$ cat config.mk
export PLATFORM = sky130hd
export DESIGN_NAME = alu_issue_arb
export DESIGN_NICKNAME = d
export VERILOG_FILES = /design/src/rtl/alu_issue_arb.sv
export SDC_FILE = /design/constraint.sdc
export NUM_CORES = 1
export LEC_CHECK = 0
export CORE_UTILIZATION = 29
export DETAILED_ROUTE_END_ITERATION = 10
export PLACE_DENSITY = 0.89
export REMOVE_ABC_BUFFERS = 1
export SKIP_CTS_REPAIR_TIMING = 1
export SLEW_MARGIN = 15
export SYNTH_ARGS = -nofsm -noshare
export SYNTH_HDL_FRONTEND = slang
export SYNTH_SLANG_ARGS = --single-unit
$ cat constraint.sdc
create_clock -name clk -period 1.6 [get_ports clk]
set_input_delay 0.32 -clock clk [delete_from_list [all_inputs] [get_ports clk]]
set_output_delay 0.32 -clock clk [all_outputs]
set_load 0.03 [all_outputs]
$ cat src/rtl/alu_issue_arb.sv
// Two-requester round-robin issue arbiter for the shared ALU: issue stage, one
// compute stage holding sat/ci, registered response and per-requester carry.
module alu_issue_arb #(
  parameter int DATA_WIDTH = 16
) (
  input  logic                  clk,
  input  logic                  reset,
  input  logic                  r0_req,
  input  logic [5:0]            r0_op,
  input  logic                  r0_sat,
  input  logic [DATA_WIDTH-1:0] r0_x,
  input  logic [DATA_WIDTH-1:0] r0_y,
  input  logic                  r1_req,
  input  logic [5:0]            r1_op,
  input  logic                  r1_sat,
  input  logic [DATA_WIDTH-1:0] r1_x,
  input  logic [DATA_WIDTH-1:0] r1_y,
  output logic                  r0_gnt,
  output logic                  r1_gnt,
  output logic                  ps_alu_en,
  output logic                  ps_alu_log,
  output logic [1:0]            ps_alu_hc,
  output logic [2:0]            ps_alu_sc,
  output logic [DATA_WIDTH-1:0] xb_dtx,
  output logic [DATA_WIDTH-1:0] xb_dty,
  output logic                  ps_alu_sat,
  output logic                  ps_alu_ci,
  input  logic [DATA_WIDTH-1:0] alu_xb_dt,
  input  logic                  alu_ps_az,
  input  logic                  alu_ps_an,
  input  logic                  alu_ps_ac,
  input  logic                  alu_ps_av,
  output logic                  rsp_valid,
  output logic                  rsp_id,
  output logic [DATA_WIDTH-1:0] rsp_dt,
  output logic                  rsp_az,
  output logic                  rsp_an,
  output logic                  rsp_ac,
  output logic                  rsp_av,
  output logic                  ac0,
  output logic                  ac1
);
  localparam int NUM_REQ = 2;
  localparam int STAGES  = 1;

  logic [NUM_REQ-1:0]                 req, sat, gnt, ac;
  logic [NUM_REQ-1:0][5:0]            op;
  logic [NUM_REQ-1:0][DATA_WIDTH-1:0] x, y;
  logic [STAGES:0]                    vld_pipe;
  logic                               last, s_id, id, ci_nxt;

  assign req = {r1_req, r0_req};
  assign sat = {r1_sat, r0_sat};
  assign op  = {r1_op, r0_op};
  assign x   = {r1_x, r0_x};
  assign y   = {r1_y, r0_y};

  // last=1 means r1 was granted most recently, so r0 wins the next contention
  always_comb begin
    gnt = '0;
    if (reset) begin
      if (req[0] && (!req[1] || last)) gnt[0] = 1'b1;
      else if (req[1])                 gnt[1] = 1'b1;
    end
  end

  assign r0_gnt    = gnt[0];
  assign r1_gnt    = gnt[1];
  assign id        = gnt[1];
  assign ps_alu_en = |gnt;

  always_comb begin
    {ps_alu_log, ps_alu_hc, ps_alu_sc} = '0;
    xb_dtx = '0;
    xb_dty = '0;
    if (ps_alu_en) begin
      {ps_alu_log, ps_alu_hc, ps_alu_sc} = op[id];
      xb_dtx = x[id];
      xb_dty = y[id];
    end
  end

  // Same requester in compute stage: its carry is not stored yet, take it live
  assign ci_nxt = (vld_pipe[0] && s_id == id) ? alu_ps_ac : ac[id];

  always_ff @(posedge clk or negedge reset) begin
    if (!reset) begin
      last       <= 1'b1;
      vld_pipe   <= '0;
      s_id       <= 1'b0;
      ps_alu_sat <= 1'b0;
      ps_alu_ci  <= 1'b0;
    end else begin
      vld_pipe   <= {vld_pipe[STAGES-1:0], ps_alu_en};
      s_id       <= id;
      ps_alu_sat <= ps_alu_en & sat[id];
      ps_alu_ci  <= ps_alu_en & ci_nxt;
      if (ps_alu_en) last <= id;
    end
  end

  assign rsp_valid = vld_pipe[STAGES];

  always_ff @(posedge clk or negedge reset) begin
    if (!reset) begin
      rsp_id <= 1'b0;
      rsp_dt <= '0;
      {rsp_az, rsp_an, rsp_ac, rsp_av} <= '0;
      ac     <= '0;
    end else if (vld_pipe[0]) begin
      rsp_id <= s_id;
      rsp_dt <= alu_xb_dt;
      {rsp_az, rsp_an, rsp_ac, rsp_av} <= {alu_ps_az, alu_ps_an, alu_ps_ac, alu_ps_av};
      for (int i = 0; i < NUM_REQ; i++)
        if (s_id == 1'(i)) ac[i] <= alu_ps_ac;
    end
  end

  assign ac0 = ac[0];
  assign ac1 = ac[1];
endmodule

==> metrics.md, run 1 <==
| Metric | Value |
|---|---|
| Status | `finished with violations` |
| Failing checks | `negative setup slack` |
| Total CTS buffers | `5` |
| Synth area leaders | `dfrtp_1 (37%), or3b_1 (18%), mux2_2 (13%)` |
| Peak VDD IR | `around 890 µV` |
| Reg with most FFs | `rsp_dt` |
| Worst Path Required | `1.28 ns` |
| Startpoint types | `flop` |
| Layout cells sized above 1 | `approximately 34%` |
| Slew headroom | `around three quarters` |
| Register-to-Register Setup Slack | `~0.05 ns` |
| Static Leak | `about 2.0 nW` |
| Endpoints failing setup | `40` |
| Post-synthesis register bit count | `29` |
| CTS tree | `done` |
| Core Box Area | `0.006350 mm²` |
| Chip width | `~83 µm` |
| Antenna violations before repair | `0` |
| Port Buf Inserts | `between 150 and 200` |
| Vias | `2415` |
| CTS Sinks | `29` |
| Final slew viol count | `0` |
| CTS root buffer | `clkbuf_8` |
| First-pass GRT wire length | `10520 µm` |
| Residual DRC count | `0` |
| Most common cell after layout, fill and taps aside | `clkdlybuf4s50_1` |
| Vias in the first global route | `around 2200` |
| Warnings, synthesis | `0` |
| GRT Resource Usage Total | `18.93%` |
| Iteration-0 DRC Markers | `between 40 and 50` |
| Crit Path Max Fanout | `7` |
| Area Growth Syn to Fin | `120.7%` |
| Final GP Congestion | `0.7050` |
| Netlist cell types | `17` |
| Clock power frac | `25.0%` |
| Worst Setup Path Type | `flop to primary output` |
| First-pass DRT Iterations | `4` |
| ANT cells | `0` |
| Combinational share of power | `between 40% and 50%` |
| Pre-CTS WS | `-0.7220 ns` |
| Hold Vio Cnt, Final | `0` |
| Wirelength, routed | `between 8000 and 9000 µm` |
| M3 GR Usage | `~4.1%` |
| Worst Skew | `between 0.005 and 0.006 ns` |
| HPWL Detailed | `slightly above 5000 µm` |
| DP Cell Count | `approximately 440` |
| Met2 usage | `34.05%` |
| Avg Inst Size Synth | `9.308 µm²` |
| Mapped Area | `0.001908 mm²` |
| Tcrit/Tclk final | `126.5%` |
| Crit. End Element | `primary output` |
| Psw | `1.020 mW` |
| Max cap viols | `0` |
| Clk buf depth | `2` |
| Max reg flops | `16` |
| Cells after synthesis | `between 200 and 250` |
| Internal power | `slightly above 2 mW` |
| Slew @ Worst Pin | `between 0.3 and 0.4 ns` |
| CTS H-tree lvls | `2` |
| Die area | `0.006908 mm²` |
| FMAX | `about 490 MHz` |
| Gr ovfl total | `0` |
| Non-Filler Instances | `466` |
| Routed vias/inst | `5.182` |
| Post-synth top area share | `between 30% and 40%` |
| Post-synthesis sequential area ratio | `38.10%` |
| RSZ-0062 raised after global routing | `yes` |
| Final ANT Viol Nets | `0` |
| Pwr Density | `roughly 730 mW/mm²` |
| Final setup margin | `-0.4246 ns` |
| Switching fraction of total power | `about 33%` |
| Hold crit path type | `input port to asynchronous set/reset pin` |
| Top-level port count | `169` |
| Busiest grt layer | `met2` |
| Area leader, netlist | `dfrtp_1` |
| Sequential power share | `just under 30%` |
| M1 GR Usage | `a little over a fifth` |
| Clock transition at path regs | `around 0.060 ns` |
| Crit path arrival time | `1.70 ns` |
| Num rows | `29` |
| Starting density of the core | `between 30% and 40%` |
| Most frequent cells in the layout | `clkdlybuf4s50_1 (98), or3b_1 (37), buf_4 (35), dfrtp_1 (28), dlymetal6s2s_1 (27)` |
| Die height | `~83 µm` |
| Largest net degree at the start of global routing | `between 80 and 90` |
| Min Tclk post-route | `2.025 ns` |
| Final #Nets | `just under 500` |
| Worst-skew pair later-pin latency | `approximately 0.28 ns` |
| Largest registers | `rsp_dt (16), ac (2), vld_pipe (2)` |
| Wire length per cell | `roughly 19 µm` |
==> metrics by stage <==
stage | util, % | hold slack (ns) | TNS, ns | area (µm²) | power [mW]
floorplan | - | 0.02441 | -38.20 | 1780 | 1.456
global placement | 57.87 | 0.4610 | -21.70 | 3675 | 2.101
detailed placement | 57.87 | 0.4947 | -24.87 | 3675 | 2.133
CTS | 59.70 | 0.3775 | -25.07 | 3791 | 2.904
global route | 66.31 | 0.05778 | -16.45 | 4210 | 3.199
finish | 66.31 | 0.03972 | -13.92 | 4210 | 3.066
==> Yosys cell counts <==
cell / count
mux2_2: 22
a21oi_1: 40
or3b_1: 39
o22ai_1: 1
nand2_1: 3
buf_2: 3
o221a_2: 1
nor2_1: 1
nor2b_1: 1
o21ai_1: 1
buf_6: 5
and2_4: 1
dfstp_2: 1
inv_1: 3
dfrtp_1: 28
o21ai_0: 40
clkbuf_1: 15
==> final cells by class <==
cell class                      instances  area, µm²
Fill cell                             485       2140
Timing Repair Buffer                  189       2022
Multi-Input combinational cell        160       1237
Sequential cell                        29      726.9
Tap cell                               77      96.34
Clock buffer                            7      86.33
Clock inverter                          1      30.03
Inverter                                3      11.26
==> logic make-up after synthesis <==
logic type,after synthesis,share of synthesized area (%)
buffers and inverters,26,7.278
multiplexers,22,12.98
AND/OR/NAND/NOR,45,19.48
AO/OA/AOI/OAI,83,22.16
flip-flops,29,38.10
==> power by group through the flow <==
stage,clock network [mW],logic [mW],registers [mW]
after floorplan,0,0.387,1.07
final,0.765,1.41,0.886
after global routing,0.808,1.49,0.900
after global placement,0,1.22,0.883
after CTS,0.778,1.24,0.881
after detailed placement,0,1.24,0.894
==> routing by layer <==
layer	vias up	part of all wire, %
li1	1137	-
met3	24	6.1
met2	135	51
met5	-	0
met4	0	3.4
met1	1119	40
==> worst paths after layout <==
path,startpoint,end,cells after the start
max,last,xb_dty[1],5
min,reset,s_id,2
max reg2reg,last,ps_alu_ci,7
min reg2reg,rsp_ac,rsp_ac,1
max in group asynchronous,reset,rsp_av,3
min in group clk,rsp_ac,rsp_ac,1
==> critical path, cell delays in order (launching register included) <==
cell,delay [ns]
dfstp_2,0.62
buf_6,0.16
and2_4,0.20
o21ai_0,0.09
a21oi_1,0.17
buf_4,0.19
Note: power is estimated with default switching activity, not from simulation.
==> run 2, diff against run 1 <==
- SKIP_CTS_REPAIR_TIMING: 1 -> default
==> run 2 against run 1 <==
  * The run still ends with negative setup slack left
  * Non-clock buffer count fell by 1
  * Final cell count is 0.86% lower
  * Via count shrank 0.79%
  * Setup slack improved by 0.028 ns
  * Clock power down 0.7%
  * Die area is the same
  * Register-to-register slack better by 0.02 ns
  * Sequential power about the same
  * Routed wire length fell by 5.4%
  * Critical path type unchanged
  * Largest power group unchanged
==> metrics.md, run 2 (synthesis gave the netlist of run 1 again) <==
| Metric | Value |
|---|---|
| First-pass DRT Iterations | `4 (unchanged)` |
| Non-Filler Instances | `462 (-0.86%)` |
| Antenna violations before repair | `0 (unchanged)` |
| Port Buf Inserts | `168 (unchanged)` |
| Worst Skew | `0.004574 ns (-0.0006772 ns)` |
| Vias in the first global route | `2523 (+16%)` |
| Static Leak | `1.728 nW (-12%)` |
| Die height | `83.12 µm (unchanged)` |
| Slew @ Worst Pin | `0.3378 ns (-0.01538 ns)` |
| Clock transition at path regs | `0.06 ns (about the same)` |
| Crit Path Max Fanout | `10 (+3)` |
| CTS H-tree lvls | `2 (unchanged)` |
| Most common cell after layout, fill and taps aside | `clkdlybuf4s50_1` |
| DP Area | `0.003675 mm² (unchanged)` |
| Delay-heaviest family, CP | `simple AND/OR/NAND/NOR gates` |
| Pre-CTS WS | `-0.7220 ns (unchanged)` |
| CP max stage delay | `0.42 ns (-0.20 ns)` |
| Hold crit path type | `input port to asynchronous set/reset pin` |
| M1 GR Usage | `27.12% (+5.6 points)` |
| Tcrit/Tclk final | `124.8% (-1.7 points)` |
| FMAX | `500.8 MHz (+1.4%)` |
| Max cap viols | `0 (unchanged)` |
| Internal power | `2.007 mW (-1.9%)` |
| Residual DRC count | `0 (unchanged)` |
| Gr ovfl total | `0 (unchanged)` |
| Worst Setup Path Type | `flop to primary output` |
| Final Util | `65.67% (-0.63 points)` |
| Pwr Density | `720.3 mW/mm² (-1.1%)` |
| DP Cell Count | `441 (unchanged)` |
| Clock power frac | `25.3% (+0.3 points)` |
| Met2 usage | `44.78% (+11 points)` |
| Min Tclk post-route | `1.997 ns (-0.02792 ns)` |
| CTS root buffer | `clkbuf_8` |
| Psw | `0.9971 mW (-2.3%)` |
| Combinational share of power | `45.3% (-0.8 points)` |
| Worst-skew pair later-pin latency | `0.28 ns (about the same)` |
| Final setup margin | `-0.3967 ns (+0.02792 ns)` |
| Setup TNS | `-13.67 ns (+0.2561 ns)` |
| Largest registers | `rsp_dt (16), ac (2), vld_pipe (2)` |
| Status | `finished with violations` |
| CTS tree | `done` |
| Busiest grt layer | `met2` |
| Hold Vio Cnt, Final | `0 (unchanged)` |
| Switching fraction of total power | `33.19% (-0.082 points)` |
| Top-level port count | `169 (unchanged)` |
| Total CTS buffers | `5 (unchanged)` |
| Chip width | `83.12 µm (unchanged)` |
| Die area | `0.006908 mm² (unchanged)` |
| Iteration-0 DRC Markers | `61 (+30%)` |
| Max reg flops | `16 (unchanged)` |
| Worst hold margin | `0.1847 ns (+0.1449 ns)` |
| Core Box Area | `0.006350 mm² (unchanged)` |
| Largest net degree at the start of global routing | `35 (-57%)` |
| Starting density of the core | `30.05% (unchanged)` |
| Post-route cell area | `0.004170 mm² (-0.95%)` |
| Slew headroom | `77.24% (+0.83 points)` |
| Final ANT Viol Nets | `0 (unchanged)` |
| Wire length per cell | `17.84 µm (-4.6%)` |
| Crit path arrival time | `1.68 ns (-0.02 ns)` |
| Routed vias/inst | `5.186 (about the same)` |
| Critical-path top delay cell | `dfstp_2` |
| Worst Path Required | `1.28 ns (about the same)` |
| Wirelength, routed | `8240 µm (-5.4%)` |
| Clk buf depth | `2 (unchanged)` |
| Power Total | `3.004 mW (-2.0%)` |
| Sequential power share | `29.4% (+0.5 points)` |
| Peak VDD IR | `888.8 µV (-0.59%)` |
| Layout cells sized above 1 | `37.14% (+2.7 points)` |
| GRT Resource Usage Total | `24.33% (+5.4 points)` |
| Hold_buf cts | `0` |
| Crit path buf inv count | `1 (-1)` |
| Failing checks | `negative setup slack` |
| M3 GR Usage | `4.871% (+0.80 points)` |
| HPWL Detailed | `5087 µm (unchanged)` |
| Area Growth Syn to Fin | `118.6%` |
| Vias | `2396 (-0.79%)` |
| Final GP Congestion | `0.7050 (unchanged)` |
| First-pass GRT wire length | `13080 µm (+24%)` |
| ANT cells | `0 (unchanged)` |
| Num rows | `29 (unchanged)` |
| Final #Nets | `486 (-0.82%)` |
| Endpoints failing setup | `40 (unchanged)` |
| Most frequent cells in the layout | `clkdlybuf4s50_1 (98), o21ai_0 (34), or3b_1 (30), a21oi_2 (28), dfrtp_1 (28)` |
| Reg with most FFs | `rsp_dt` |
| Final slew viol count | `0 (unchanged)` |
| Startpoint types | `flop` |
| Crit. End Element | `primary output` |
| RSZ-0062 raised after global routing | `yes` |
| CTS Sinks | `29 (unchanged)` |
| Worst path cell trace | `and2_4, or3b_1, a21oi_2, buf_6` |
-- run 2: power groups by stage --
stage	Clock [mW]	Combinational (mW)	Sequential (mW)
6_report	0.760	1.36	0.883
5_1_grt	0.811	1.44	0.900
4_1_cts	0.778	1.32	0.886
3_5_place_dp	0	1.24	0.894
3_3_place_gp	0	1.22	0.883
2_1_floorplan	0	0.387	1.07
-- run 2: layout make-up --
cell class / instances / area [µm²]
Fill cell: 501 / 2180
Timing Repair Buffer: 188 / 1958
Multi-Input combinational cell: 157 / 1261
Sequential cell: 29 / 726.9
Tap cell: 77 / 96.34
Clock buffer: 7 / 86.33
Clock inverter: 1 / 30.03
Inverter: 3 / 11.26
-- run 2: final timing paths --
| path | startpoint | end | slack [ns] | depth (start not counted) |
|---|---|---|---|---|
| hold reg to reg | rsp_ac | rsp_ac | 0.50 | 1 |
| setup / recovery | last | xb_dtx[7] | -0.40 | 4 |
| hold / removal | reset | ac[1] | 0.18 | 3 |
| setup reg to reg | last | ps_alu_ci | 0.07 | 4 |
| min in group clk | rsp_ac | rsp_ac | 0.50 | 1 |
| max in group asynchronous | reset | rsp_dt[3] | 0.95 | 4 |
-- run 2: worst min-delay path, stage by stage --
cell,delay [ns]
clkdlybuf4s15_2,0.22
buf_6,0.11
buf_4,0.15
-- run 2: routing by layer --
metal  share of wire, %  vias to the layer above
met5                  0                        -
met2                 52                      141
met1                 39                     1125
met4                2.4                        0
li1                   -                     1114
met3                6.2                       16
-- run 2: repair_timing --
action / 4_1_cts / 5_1_grt
endpoints found under the setup margin: 68 / 41
gates resized for setup: 81 / 38
buffers inserted: 3 / 0
pin swaps: 10 / 0
cloned: 10 / 0
